[src/rtl/cp0_pkg.sv]
// Shared definitions for the coprocessor-0 slice: register indices, bit
// positions inside SR/Cause and the exception codes used by the pipeline.
// The optional Count/Compare timer is enabled with the CP0_TIMER_EN macro.
package cp0_pkg;

  // CP0 register indices (mfc0/mtc0 rd field)
  localparam logic [4:0] CP0_COUNT   = 5'd9;
  localparam logic [4:0] CP0_COMPARE = 5'd11;
  localparam logic [4:0] CP0_SR      = 5'd12;
  localparam logic [4:0] CP0_CAUSE   = 5'd13;
  localparam logic [4:0] CP0_EPC     = 5'd14;
  localparam logic [4:0] CP0_PRID    = 5'd15;

  // Bit positions inside SR and Cause
  localparam int SR_IE   = 0;
  localparam int SR_EXL  = 1;
  localparam int IM_LSB  = 10;
  localparam int IP_LSB  = 10;
  localparam int TIE_BIT = 30;
  localparam int TI_BIT  = 30;
  localparam int BD_BIT  = 31;
  localparam int EXC_LSB = 2;

  // Exception codes
  localparam logic [4:0] EXC_INT  = 5'd0;
  localparam logic [4:0] EXC_ADEL = 5'd4;
  localparam logic [4:0] EXC_ADES = 5'd5;
  localparam logic [4:0] EXC_RI   = 5'd10;
  localparam logic [4:0] EXC_OV   = 5'd12;

  // Restart address for an exception: a delay-slot instruction restarts at
  // its branch, and EPC is always word aligned.
  function automatic logic [31:0] exc_epc(input logic [31:0] pc, input logic bd);
    logic [31:0] target;
    if (bd) begin
      target = pc - 32'd4;
    end else begin
      target = pc;
    end
    return {target[31:2], 2'b00};
  endfunction

endpackage

[src/rtl/cp0_timer.sv]
// Count/Compare timer for coprocessor 0. Count free-runs and wraps; a match
// between the next Count value and Compare sets the sticky TI flag, and any
// write to Compare clears it (the clear beats a simultaneous match).
// Only instantiated when CP0_TIMER_EN is defined.
module cp0_timer
  import cp0_pkg::*;
(
  input  logic        clk_i,
  input  logic        reset_i,
  input  logic        count_we_i,
  input  logic        compare_we_i,
  input  logic [31:0] wdata_i,
  output logic [31:0] count_o,
  output logic [31:0] compare_o,
  output logic        ti_o
);

  logic [31:0] count_q,   count_d;
  logic [31:0] compare_q, compare_d;
  logic        ti_q,      ti_d;

  // Next-state for Count, Compare and the timer interrupt flag
  always_comb begin
    if (count_we_i) begin
      count_d = wdata_i;
    end else begin
      count_d = count_q + 32'd1;
    end

    if (compare_we_i) begin
      compare_d = wdata_i;
    end else begin
      compare_d = compare_q;
    end

    if (compare_we_i) begin
      ti_d = 1'b0;
    end else if (count_d == compare_q) begin
      ti_d = 1'b1;
    end else begin
      ti_d = ti_q;
    end
  end

  // Timer state registers with synchronous reset
  always_ff @(posedge clk_i) begin
    if (reset_i) begin
      count_q   <= 32'd0;
      compare_q <= 32'd0;
      ti_q      <= 1'b0;
    end else begin
      count_q   <= count_d;
      compare_q <= compare_d;
      ti_q      <= ti_d;
    end
  end

  assign count_o   = count_q;
  assign compare_o = compare_q;
  assign ti_o      = ti_q;

endmodule

[src/rtl/cp0_unit.sv]
// Coprocessor 0 beside the M stage: SR, Cause, EPC, PRId and (optionally)
// the Count/Compare timer. Records exception entry, clears EXL on eret and
// produces the masked interrupt request for the pipeline.
// Optional feature macro: CP0_TIMER_EN (adds Count/Compare/TI/TIE).
module cp0_unit
  import cp0_pkg::*;
#(
  parameter int          NUM_HW_INT = 6,
  parameter logic [31:0] PRID_VAL   = 32'h0000_4C32,
  parameter int          EXC_W      = 5
) (
  input  logic                  clk,
  input  logic                  reset,
  input  logic [4:0]            addr,
  input  logic [31:0]           wdata,
  input  logic                  we,
  output logic [31:0]           rdata,
  input  logic [31:0]           pc_m,
  input  logic                  bd_m,
  input  logic                  exc_valid,
  input  logic [EXC_W-1:0]      exc_code,
  input  logic                  eret,
  input  logic [NUM_HW_INT-1:0] hw_int,
  output logic [31:0]           epc,
  output logic                  exl,
  output logic                  ie,
  output logic [NUM_HW_INT-1:0] im,
  output logic                  int_req
);

  // SR fields
  logic                  ie_q,   ie_d;
  logic                  exl_q,  exl_d;
  logic [NUM_HW_INT-1:0] im_q,   im_d;
  logic                  tie_q,  tie_d;
  // Cause fields
  logic                  bd_q,   bd_d;
  logic [EXC_W-1:0]      code_q, code_d;
  logic [NUM_HW_INT-1:0] ip_q,   ip_d;
  // EPC, word aligned so only [31:2] is stored
  logic [29:0]           epc_q,  epc_d;

  logic [31:0] exc_pc_s;
  logic [31:0] sr_s;
  logic [31:0] cause_s;
  logic [31:0] count_s;
  logic [31:0] compare_s;
  logic        ti_s;
  logic        unused_s;

  assign exc_pc_s = exc_epc(pc_m, bd_m);

`ifdef CP0_TIMER_EN
  // A timer write only lands when neither exception entry nor eret claims the edge
  logic wr_ok_s;
  assign wr_ok_s = we & ~exc_valid & ~eret;

  cp0_timer u_timer (
    .clk_i        (clk),
    .reset_i      (reset),
    .count_we_i   (wr_ok_s && (addr == CP0_COUNT)),
    .compare_we_i (wr_ok_s && (addr == CP0_COMPARE)),
    .wdata_i      (wdata),
    .count_o      (count_s),
    .compare_o    (compare_s),
    .ti_o         (ti_s)
  );
`else
  assign count_s   = 32'd0;
  assign compare_s = 32'd0;
  assign ti_s      = 1'b0;
`endif

  // Low address/data bits that never reach architectural state
  assign unused_s = ^{wdata[1:0], exc_pc_s[1:0]};

  // Next-state for SR/Cause/EPC: exception entry beats eret, which beats mtc0
  always_comb begin
    ie_d   = ie_q;
    exl_d  = exl_q;
    im_d   = im_q;
    tie_d  = tie_q;
    bd_d   = bd_q;
    code_d = code_q;
    epc_d  = epc_q;
    // Pending lines are a plain level copy every cycle
    ip_d   = hw_int;

    if (exc_valid) begin
      epc_d  = exc_pc_s[31:2];
      bd_d   = bd_m;
      code_d = exc_code;
      exl_d  = 1'b1;
    end else if (eret) begin
      exl_d = 1'b0;
    end else if (we) begin
      case (addr)
        CP0_SR: begin
          ie_d  = wdata[SR_IE];
          exl_d = wdata[SR_EXL];
          im_d  = wdata[IM_LSB +: NUM_HW_INT];
`ifdef CP0_TIMER_EN
          tie_d = wdata[TIE_BIT];
`else
          tie_d = 1'b0;
`endif
        end
        CP0_EPC: begin
          epc_d = wdata[31:2];
        end
        default: begin
          // Cause and PRId are read-only; other indices have no state here
        end
      endcase
    end else begin
      // No event this cycle: hold everything except the sampled lines
    end
  end

  // Architectural register state with synchronous reset
  always_ff @(posedge clk) begin
    if (reset) begin
      ie_q   <= 1'b0;
      exl_q  <= 1'b0;
      im_q   <= '0;
      tie_q  <= 1'b0;
      bd_q   <= 1'b0;
      code_q <= '0;
      ip_q   <= '0;
      epc_q  <= 30'd0;
    end else begin
      ie_q   <= ie_d;
      exl_q  <= exl_d;
      im_q   <= im_d;
      tie_q  <= tie_d;
      bd_q   <= bd_d;
      code_q <= code_d;
      ip_q   <= ip_d;
      epc_q  <= epc_d;
    end
  end

  // Assemble the software-visible SR and Cause images
  always_comb begin
    sr_s                          = 32'd0;
    sr_s[SR_IE]                   = ie_q;
    sr_s[SR_EXL]                  = exl_q;
    sr_s[IM_LSB +: NUM_HW_INT]    = im_q;
    sr_s[TIE_BIT]                 = tie_q;

    cause_s                       = 32'd0;
    cause_s[BD_BIT]               = bd_q;
    cause_s[TI_BIT]               = ti_s;
    cause_s[IP_LSB +: NUM_HW_INT] = ip_q;
    cause_s[EXC_LSB +: EXC_W]     = code_q;
  end

  // mfc0 read mux, zero latency from addr
  always_comb begin
    case (addr)
      CP0_SR:      rdata = sr_s;
      CP0_CAUSE:   rdata = cause_s;
      CP0_EPC:     rdata = {epc_q, 2'b00};
      CP0_PRID:    rdata = PRID_VAL;
      CP0_COUNT:   rdata = count_s;
      CP0_COMPARE: rdata = compare_s;
      default:     rdata = 32'd0;
    endcase
  end

  assign epc = {epc_q, 2'b00};
  assign exl = exl_q;
  assign ie  = ie_q;
  assign im  = im_q;

  // Interrupt request is suppressed while in exception level or with IE clear
  assign int_req = ie_q & ~exl_q & ((|(ip_q & im_q)) | (ti_s & tie_q));

endmodule

[config.mk]
export PLATFORM = sky130hd
export DESIGN_NAME = cp0_unit
export DESIGN_NICKNAME = d
export VERILOG_FILES = /design/src/rtl/cp0_pkg.sv /design/src/rtl/cp0_timer.sv /design/src/rtl/cp0_unit.sv
export SDC_FILE = /design/constraint.sdc
export NUM_CORES = 1
export LEC_CHECK = 0
export CAP_MARGIN = 20
export CELL_PAD_IN_SITES_DETAIL_PLACEMENT = 1
export CELL_PAD_IN_SITES_GLOBAL_PLACEMENT = 1
export CORE_MARGIN = 1
export CORE_UTILIZATION = 31
export DETAILED_ROUTE_END_ITERATION = 12
export GPL_ROUTABILITY_DRIVEN = 0
export PLACE_DENSITY = 0.89
export SLEW_MARGIN = 10
export SYNTH_ARGS = -nofsm -noshare
export SYNTH_HDL_FRONTEND = slang
export SYNTH_SLANG_ARGS = --single-unit
[constraint.sdc]
create_clock -name clk -period 3.8 [get_ports clk]
set_input_delay 1.14 -clock clk [delete_from_list [all_inputs] [get_ports clk]]
set_output_delay 1.14 -clock clk [all_outputs]
set_load 0.1 [all_outputs]
Word level (Yosys, flattened, before mapping)

Index checks and enable logic that the tools add are counted.

Bits in latches: 0
Input bits: 86
Logic and storage cells: 37
Output and inout bits: 73
Bits in registers: 50
Memory bits (writable): 0
ROM bits: 0
Memories: 0

Mux-type cells: 10
Reductions and logical operators: 8
Order comparisons: 0
Add/subtract/negate cells: 1
Shift-type cells: 0
$mul: 0
Eq/ne operators: 5
Divide/modulo/power cells: 0
Bitwise gates (word level): 6

Operators with widths:

| cell                  | number |
|---|---|
| $pmux 32 s4           | 1 |
| $mux 30               | 4 |
| $mux 32               | 1 |
| $sub 32x3->32 const B | 1 |
| $eq 5x4->1 const B    | 4 |
| $and 6x6->6           | 1 |
| $reduce_bool 3->1     | 2 |
| $reduce_or 6->1       | 1 |
| $mux 1                | 4 |
| $reduce_and 4->1      | 1 |
| $reduce_bool 2->1     | 2 |
| $not 1->1             | 3 |
| $reduce_and 3->1      | 1 |
| $and 1x1->1           | 2 |
| $ne 2x2->1 const B    | 1 |
| $reduce_and 2->1      | 1 |

Logic depth before layout (Yosys ltp)

Word-level depth: 5
Mapped depth: 6
Mapped depth without buffers: 6

Worst setup path after synthesis

OpenSTA, ideal clock, no wires.

Path type: flip-flop to output port
Start point: register im_q[0], in the netlist im[0]
End point: output port int_req
Buffers on the path: 0
Data arrival time: 3693 ps
Path slack: -1033 ps
Stages on the path, launching flop included: 3
Cells stage by stage: dfxtp_1 > a22oi_1 > a311oi_1

Longest elaborated chain between the ends: 3

Ends and longest elaborated chain:

| element                  | line            | source |
|---|---|---|
| start: declaration       | cp0_unit.sv:34  | `logic [NUM_HW_INT-1:0] im_q, im_d;` |
| start signal: assignment | cp0_unit.sv:134 | `im_q <= im_d;` |
| $and 6x6->6              | cp0_unit.sv:177 | `assign int_req = ie_q & ~exl_q & ((\|(ip_q & im_q)) \| (ti_s & tie_q));` |
| $reduce_or 6->1          | cp0_unit.sv:177 |  |
| $and 1x1->1              | cp0_unit.sv:177 |  |
| end: declaration         | cp0_unit.sv:28  | `output logic int_req` |

No other way between the ends.

Worst setup path after layout

Start point: input port addr[0]
End point: output port rdata[11]

Longest elaborated chain between the ends: 2
Elaborated cells between the ends (all ways): 5
Classes of those cells: eq/ne: 4; mux: 1

Ends and longest elaborated chain:

| element            | line            | source |
|---|---|---|
| start: declaration | cp0_unit.sv:14  | `input logic [4:0] addr,` |
| $eq 5x4->1         | cp0_unit.sv:160 | `case (addr)` |
| $pmux 32 s4 (*)    | cp0_unit.sv:160 |  |
| end: declaration   | cp0_unit.sv:17  | `output logic [31:0] rdata,` |

Every way passes the cells marked *; elsewhere a longest branch is shown, timed or not.

==> metrics.cfg <==
[final_layout]
layout-drive-gt1-share = 0.258
nets = 633
diodes = 0
synthToLayoutAreaGrowth_pct = 62.0

[timing]
layout_setup_ws_ns = 0.0565
finalHoldViolations = 0
fmax_mhz = 267
period_share = 0.985
skew_ns = 0
rsz0062_at_grt = false
worst_pin_slew_ns = 1.02
maxSlewViolCount = 0
worst_slew_margin_rel = 0.322
finalCriticalPeriod_ns = 3.74
setup_viol = 0

[logic_synthesis]
avgSynthCellArea_sq_um = 8.21
yosys.cell_types.count = 57
ys_top_cells_by_area = dfxtp_1, a211oi_1, and3_1
yosysTopAreaCell = dfxtp_1
syn_inst = 404
yosys_register_bits = 50
yosys_warnings = 0
async_flop_share = 0
synth_ff_type = dfxtp_1
netlist_area_sq_um = 3320
synth_edf_count = 0
synth-seq-area-share = 0.302
synth_top_area_frac = 0.302

[critical_path]
critPathSlowestCell = clkdlybuf4s50_1
worstPathCellList = clkdlybuf4s50_1 > buf_12 > mux2_2 > o221a_2 > buf_12
crit_type = primary input to primary output
path_delay_family = buffers and inverters
cp_max_fo = 17
timing.critical_path.buf_inv = 3
start_kind = primary input
cp_data_arrival_time_ns = 2.60
required_ns = 2.66
worstSetupEndpointType = primary output
cpMostUsedCell = buf_12
slowest_delay_ns = 0.51

[global_route]
antenna_found_initial = 0
grt_max_degree = 52
gr-total-overflow = 0
grt_pass1_vias = 3991
grt_pass1_wl_um = 21800
grt_usage = 0.249

[cts]
cts_root_buf = clkbuf_8
post_cts_buffers = 0
clkLatencyLatePin_ns = 0.31
cts_max_level = 2
cts_tree = built
cts_made_buffers = 5
cts_buffer_depth = 2
cts.clk_slew.worst_paths_ns = 0.10
cts.sinks = 50

[pwr]
peakVddDrop_v = 0.000194
powerDensity_nw_per_um2 = 270
p_leak_uw = 0.00215
p_total_uw = 1450

[route]
routed_via_density = 5.76
antenna_left = 0
wire_per_inst_um = 20.4
drt-initial-drc-count = 219
met1_length_um = 5840
wl_met2_um = 6960
drtPass1Iterations = 4
highest_layer = met4
vias = 3933
dr_wl_met3_um = 680
wl_um = 13900
drc = 0

[floorplanning]
dieArea_sq_um = 11100
num_rows = 37
die_w_um = 105
die_height_um = 105
start_util = 0.320
io_pins = 159
core_sq_um = 10400

[placed_design]
place_ws_ns = -0.00854
portBuffers = 154
hpwl_um = 10900

[job]
maxCapViolCount = 0

[min_path]
hp-class = flop to flop

[run_status]
outcome = completed

==> cell usage in the layout (no fill, tap or decap), drive strengths merged, types with 6 or more instances in the layout <==
cell type | synthesis | routed
a31oi | 6 | 6
dfxtp | 50 | 50
and3 | 37 | 37
xnor2 | 7 | 7
nor3 | 13 | 13
clkdlybuf4s50 | 0 | 81
o21ai | 13 | 13
nand2 | 13 | 13
a22oi | 7 | 7
mux2i | 22 | 22
nor2b | 8 | 8
nor2 | 35 | 35
or3 | 9 | 9
nor4 | 13 | 13
buf | 10 | 86
a211oi | 33 | 33
inv | 10 | 11
nand3 | 13 | 13
nand4 | 6 | 6
a21oi | 8 | 8
==> flip-flops by register name, indices dropped and copies added (netlist names) <==
| register | count |
|---|---|
| epc_q | 30 |
| im | 6 |
| ip_q | 6 |
| code_q | 5 |
| bd_q | 1 |
| exl | 1 |
| ie | 1 |
==> tightest hold or removal path, cell delays in order (launching register included) <==
cell and delay, ns:
dfxtp_1 0.34, mux2i_1 0.06, nor2_1 0.07
==> where the power goes <==
part / switching, uW / internal (uW)
Clock: 197 / 133
Combinational: 353 / 182
Sequential: 27.9 / 555
Total: 577 / 871
==> worst paths after layout <==
path / start / endpoint / slack (ns) / cells past startpoint
worst max-delay path: addr[0] / rdata[11] / 0.06 / 5
worst min-delay path: code_q[4] / code_q[4] / 0.50 / 2
worst max register to register: epc_q[29] / epc_q[29] / 2.76 / 3
worst min register to register: code_q[4] / code_q[4] / 0.50 / 2
==> per-layer routing <==
layer,global-route usage,up-vias
met1,0.308,1924
met2,0.437,148
met3,0.0322,29
met5,0,-
met4,0.0946,0
li1,-,1832
==> area by class of cell <==
class | count | area (sq um)
multi-input combinational | 312 | 2190
timing repair buffer | 167 | 1880
fill | 1207 | 5000
clock buffer | 5 | 68.8
clock inverter | 3 | 25.0
sequential | 50 | 1000
inverter | 10 | 37.5
tap | 136 | 170
==> through the flow <==
step                 util  instance area, sq um  hold slack (ns)  setup TNS (ns)  cells
floorplan               -                  3390            0.460           -3.02    405
global placement    0.508                  5270            0.475               0    675
detailed placement  0.508                  5270            0.488        -0.00854    675
CTS                 0.517                  5360            0.511        -0.00235    683
global route        0.518                  5370            0.543               0    683
finish              0.518                  5370            0.503               0    683
==> synthesized netlist by cell type, types with 4 or more instances <==
| cell | number |
|---|---|
| dfxtp_1 | 50 |
| and3_1 | 37 |
| nor2_1 | 35 |
| a211oi_1 | 33 |
| mux2i_1 | 22 |
| clkbuf_1 | 21 |
| nand2_1 | 13 |
| nand3_1 | 13 |
| o21ai_0 | 13 |
| nor3_1 | 12 |
| nor4_1 | 11 |
| inv_1 | 10 |
| a21oi_1 | 8 |
| nor2b_1 | 8 |
| a22oi_1 | 7 |
| or3_1 | 7 |
| xnor2_1 | 7 |
| a31oi_1 | 6 |
| nand4_1 | 6 |
| a311oi_1 | 5 |
| a31o_2 | 5 |
| nand2b_1 | 5 |
| o31ai_1 | 4 |
| or4_1 | 4 |
| xor2_1 | 4 |
==> cell families (layout without fill, tap and decap cells) <==
| logic type | count (synthesis) | count (layout) | share of synthesized area |
|---|---|---|---|
| AO/OA/AOI/OAI | 99 | 99 | 0.219 |
| XOR/XNOR | 11 | 11 | 0.0291 |
| adder cells (fa/ha/maj) | 1 | 1 | 0.00377 |
| buffers and inverters | 43 | 185 | 0.0619 |
| flip-flops | 50 | 50 | 0.302 |
| multiplexers | 25 | 25 | 0.0766 |
| other | 1 | 2 | 0.00113 |
| AND/OR/NAND/NOR | 174 | 174 | 0.306 |
==> timing repair <==
| item | in CTS | in global routing |
|---|---|---|
| hold buffers | 0 | 0 |
| endpoints found under the setup margin | 3 | 7 |
| gates resized for setup | 1 | 2 |
| cloned | 0 | 0 |
Power figures use the tool's default switching activity.
